==> config.mk <==
export PLATFORM = sky130hd
export DESIGN_NAME = sat_counter_predictor
export DESIGN_NICKNAME = d
export VERILOG_FILES = /design/src/rtl/predictor_pkg.sv /design/src/rtl/sat_counter.sv /design/src/rtl/sat_counter_predictor.sv
export SDC_FILE = /design/constraint.sdc
export NUM_CORES = 1
export LEC_CHECK = 0
export CORE_ASPECT_RATIO = 0.8
export CORE_UTILIZATION = 40
export CTS_CLUSTER_SIZE = 8
export DETAILED_ROUTE_END_ITERATION = 7
export PLACE_DENSITY = 0.74
export SETUP_SLACK_MARGIN = 0.05
export SLEW_MARGIN = 10
export SYNTH_ARGS = -nofsm -noshare
export SYNTH_HDL_FRONTEND = slang
export SYNTH_SLANG_ARGS = --single-unit
export TNS_END_PERCENT = 20
==> constraint.sdc <==
create_clock -name CLOCK -period 2.3 [get_ports CLOCK]
set_clock_uncertainty 0.05 [all_clocks]
set_input_delay 0.46 -clock CLOCK [delete_from_list [all_inputs] [get_ports CLOCK]]
set_output_delay 0.46 -clock CLOCK [all_outputs]
set_load 0.01 [all_outputs]
==> src/rtl/predictor_pkg.sv <==
// Shared helpers for saturating-counter branch predictors.
// Reset value and saturating step functions used by the counter tables.
package predictor_pkg;

  localparam int WORD_W = 32;

  typedef logic [WORD_W-1:0] word_t;

  function automatic word_t sat_max(int w);
    if (w >= WORD_W) return '1;
    return (word_t'(1) << w) - word_t'(1);
  endfunction

  // Weakly not-taken: one below the MSB-set threshold.
  function automatic word_t ctr_init(int w);
    return (word_t'(1) << (w - 1)) - word_t'(1);
  endfunction

  function automatic word_t sat_inc(word_t v, int w);
    return (v >= sat_max(w)) ? v : v + word_t'(1);
  endfunction

  function automatic word_t sat_dec(word_t v);
    return (v == '0) ? v : v - word_t'(1);
  endfunction

endpackage

==> src/rtl/sat_counter.sv <==
// One CTR_W-bit saturating up/down counter entry.
// Counts toward taken when DIR=1, toward not-taken when DIR=0.
module sat_counter
  import predictor_pkg::*;
#(
  parameter int CTR_W = 2
) (
  input  logic             CLOCK,
  input  logic             INIT,
  input  logic             EN,
  input  logic             DIR,
  output logic [CTR_W-1:0] VALUE
);

  localparam logic [CTR_W-1:0] INIT_V = CTR_W'(ctr_init(CTR_W));

  always_ff @(posedge CLOCK) begin
    if (INIT) begin
      VALUE <= INIT_V;
    end else if (EN) begin
      if (DIR) VALUE <= CTR_W'(sat_inc(word_t'(VALUE), CTR_W));
      else     VALUE <= CTR_W'(sat_dec(word_t'(VALUE)));
    end
  end

endmodule

==> src/rtl/sat_counter_predictor.sv <==
// Bimodal / gshare direction predictor over a table of saturating counters,
// with saturating lookup and misprediction statistics.
module sat_counter_predictor
  import predictor_pkg::*;
#(
  parameter int IDX_W  = 3,
  parameter int CTR_W  = 2,
  parameter int HIST_W = 0,
  parameter int MISS_W = 16
) (
  input  logic              CLOCK,
  input  logic              INIT,
  input  logic [IDX_W-1:0]  ADDR,
  input  logic              VALID,
  input  logic              OUTCOME,
  output logic              PREDICTION,
  output logic              MISS_PULSE,
  output logic [MISS_W-1:0] MISSES,
  output logic [MISS_W-1:0] LOOKUPS
);

  localparam int N = 2 ** IDX_W;

  if (HIST_W < 0 || HIST_W > IDX_W) begin : g_bad_hist
    $error("HIST_W must be in 0..IDX_W");
  end
  if (CTR_W < 1 || CTR_W > 4) begin : g_bad_ctr
    $error("CTR_W must be in 1..4");
  end
  if (MISS_W < 1 || MISS_W > WORD_W) begin : g_bad_miss
    $error("MISS_W must be in 1..32");
  end

  logic [IDX_W-1:0] idx;
  logic [CTR_W-1:0] ctr [N];
  logic [CTR_W-1:0] sel_ctr;
  logic             mispredict;
  logic             unused_ctr;

  if (HIST_W == 0) begin : g_bimodal
    assign idx = ADDR;
  end else begin : g_gshare
    logic [HIST_W-1:0] ghr;

    // Shift in the newest outcome at the LSB; the oldest bit falls off.
    always_ff @(posedge CLOCK) begin
      if (INIT)       ghr <= '0;
      else if (VALID) ghr <= HIST_W'({ghr, OUTCOME});
    end

    assign idx = ADDR ^ IDX_W'(ghr);
  end

  for (genvar i = 0; i < N; i++) begin : g_entry
    sat_counter #(
      .CTR_W(CTR_W)
    ) u_ctr (
      .CLOCK(CLOCK),
      .INIT (INIT),
      .EN   (VALID && (idx == IDX_W'(i))),
      .DIR  (OUTCOME),
      .VALUE(ctr[i])
    );
  end

  assign sel_ctr    = ctr[idx];
  assign PREDICTION = sel_ctr[CTR_W-1];
  assign mispredict = PREDICTION != OUTCOME;
  assign unused_ctr = ^sel_ctr;

  always_ff @(posedge CLOCK) begin
    if (INIT) begin
      MISSES     <= '0;
      LOOKUPS    <= '0;
      MISS_PULSE <= 1'b0;
    end else begin
      MISS_PULSE <= 1'b0;
      if (VALID) begin
        MISS_PULSE <= mispredict;
        LOOKUPS    <= MISS_W'(sat_inc(word_t'(LOOKUPS), MISS_W));
        if (mispredict)
          MISSES <= MISS_W'(sat_inc(word_t'(MISSES), MISS_W));
      end
    end
  end

endmodule
==> out/metrics.yaml <==
grt_pass1_wl_mm: 9.76
ctsHoldBuffers: 0
worstSetupStartpointType: "flip-flop"
setup_violations: 0
gp_congestion: 0.778
worstHoldPathType: "flip-flop to flip-flop"
vias_per_cell: 5.44
cts.sinks: 49
avgRoutedWirePerCell_um: 13.1
combinationalPowerShare_pct: 14.7
worst_slew_pin_slew_ns: 0.631
cts_tree: "yes"
drc: 0
crit_type: "flip-flop to flip-flop"
core_um2: 6070
ys_async_sr_fraction_pct: 0
drt-met1-wl_mm: 2.88
grt_pass1_vias: 2132
num_vias: 2412
synth-seq-cells: 49
die_w_um: 91.7
setup_slack_ns: 0.0622
sw_frac_of_total_pct: 25.6
port_buffers: 40
cp.arrival_ns: 2.43
synth_warnings: 0
diodes: 0
synth_area_leaders: "dfxtp_1 (38%), nor2_1 (5.2%), a21oi_1 (4.3%)"
wl_met3_um: 287
period_share_pct: 97.3
grt_max_degree: 34
synth_top_area_share_pct: 38.1
setup_tns_ns: 0
drive_gt1_share_pct: 13.5
top_layer: "met4"
seq_power_share_pct: 53.1
ys.flop_type: "dfxtp_1"
nNetsFinal: 370
syn_inst: 310
drtAntennaViolNets: 0
power.share.clock_pct: 32.1
crit_path_max_fanout: 4
syn_area_per_cell_um2: 8.31
yosysTopAreaCell: "dfxtp_1"
clock_latency_ns: 0.30
numCtsBuffers: 5
die_area_um2: 6770
status: "finished clean"
drt_iter0_markers: 102
holdWs_ns: 0.432
rsz0062_at_grt: "true"
min_period_ns: 2.24
p_int_w: 0.00129
synth_most_common_cell: "dfxtp_1"
hpwl_mm: 4.06
die_h_um: 73.8
critPathCaptureType: "flip-flop"
rows: 25
path_clk_slew_ns: 0.09
ios: 41
overflow: 0
synth_edf_count: 0
clk_path_buf_depth: 2
initial_core_util_pct: 42.5
slew_headroom_pct: 57.9
area_growth_pct: 27.8
hold_viol: 0
synth_fp_nets: 319
stdcell_count: 443
antenna_found_initial: 0
grt_usage_pct: 17.9
routed_wl_mm: 5.82
power_density_nw_per_um2: 527
fmax_ghz: 0.447
ir_worst_vdd_uv: 254
syn_area_um2: 2580
ys_seq_area_share_pct: 38.1
drtPass1Iterations: 4
synth_common_cells: "dfxtp_1 (49), nor2_1 (36), nand2_1 (26)"
wl_met2_mm: 2.59
power_switching_w: 0.000445
clock_tree.root_cell: "clkbuf_8"
dp_slack_ns: -0.590
htree_levels: 2
maxSlewViolCount: 0
power_leakage_nw: 1.18
maxCapViolations: 0
dp_cells: 431
yosys.cell_types.count: 47
critPathRequiredTime_ns: 2.49
-- timing repair --
action / CTS / global route
gates cloned: 1 / 0
gates resized for setup: 9 / 14
pin swaps: 0 / 2
endpoints found under the setup margin: 17 / 8
setup buffers: 1 / 2
endpoints found under the hold margin: 0 / 0
-- per-layer routing --
metal | GRT usage, % | vias to the layer above
met5 | 0 | -
met4 | 4.17 | 0
met3 | 4.24 | 8
met2 | 29.2 | 49
met1 | 24.2 | 1126
li1 | - | 1229
-- cells by family after synthesis --
kind of cell | count (synthesis) | share of synthesized area, %
compound gates | 76 | 18.8
flops | 49 | 38.1
fa+ha+maj | 2 | 0.971
simple gates | 140 | 28.1
buf+inv | 21 | 4.32
xor+xnor | 13 | 4.42
mux | 9 | 5.24
-- cell type report --
| type | count | area (µm²) |
|---|---|---|
| Sequential cell | 49 | 991 |
| Fill cell | 573 | 2780 |
| Timing Repair Buffer | 59 | 552 |
| Clock inverter | 1 | 5.00 |
| Multi-Input combinational cell | 241 | 1530 |
| Inverter | 5 | 18.8 |
| Tap cell | 81 | 101 |
| Clock buffer | 7 | 96.3 |
-- registers in the layout (all words and copies together) (netlist names) --
register             cells
MISSES                  16
LOOKUPS                 16
g_entry.u_ctr.VALUE     16
MISS_PULSE               1
-- power groups by stage --
stage	Sequential [W]	Clock [W]	Combinational [W]
after floorplan	0.000933	0	0.000161
after global placement	0.000937	0	0.000224
after detailed placement	0.000940	0	0.000232
after CTS	0.000920	0.000572	0.000240
after global routing	0.000929	0.000603	0.000284
final	0.000922	0.000558	0.000256
-- final timing paths --
check                                         startpoint                                endpoint  slack (ns)  cells past startpoint
setup reg to reg  g_entry[7].u_ctr.VALUE[1]$_SDFFE_PP0P_                 MISSES[14]$_SDFFE_PP0P_        0.06                      6
hold reg to reg   g_entry[2].u_ctr.VALUE[0]$_SDFFE_PP1P_  g_entry[2].u_ctr.VALUE[1]$_SDFFE_PP0P_        0.43                      2
setup / recovery  g_entry[7].u_ctr.VALUE[1]$_SDFFE_PP0P_                 MISSES[14]$_SDFFE_PP0P_        0.06                      6
hold / removal    g_entry[2].u_ctr.VALUE[0]$_SDFFE_PP1P_  g_entry[2].u_ctr.VALUE[1]$_SDFFE_PP0P_        0.43                      2
-- per-stage QoR --
step	cell area (µm²)	total power [W]	util [%]
6_report	3290	0.00174	54.3
3_5_place_dp	3110	0.00117	51.3
4_1_cts	3240	0.00173	53.5
3_3_place_gp	3110	0.00116	51.3
5_1_grt	3290	0.00182	54.3
2_1_floorplan	2580	0.00109	-
-- placed cells by master, fill, tap and decap left out, drive strengths merged, types with 9 or more instances in the layout --
| cell | Yosys | layout |
|---|---|---|
| nor3 | 11 | 11 |
| or3 | 10 | 10 |
| nor2 | 36 | 36 |
| nand2 | 26 | 26 |
| clkdlybuf4s50 | 0 | 36 |
| o21ai | 19 | 19 |
| clkbuf | 12 | 9 |
| nand3 | 11 | 11 |
| a21oi | 25 | 25 |
| dfxtp | 49 | 49 |
| buf | 4 | 21 |
-- critical path, cell delays in order (launching register included) --
cell and delay (ns):
dfxtp_4 0.36, mux4_2 0.47, mux2_4 0.31, buf_6 0.13, mux2i_4 0.19, or4_4 0.53
a21oi_2 0.12
No activity file was read; power rests on OpenSTA's default activity.
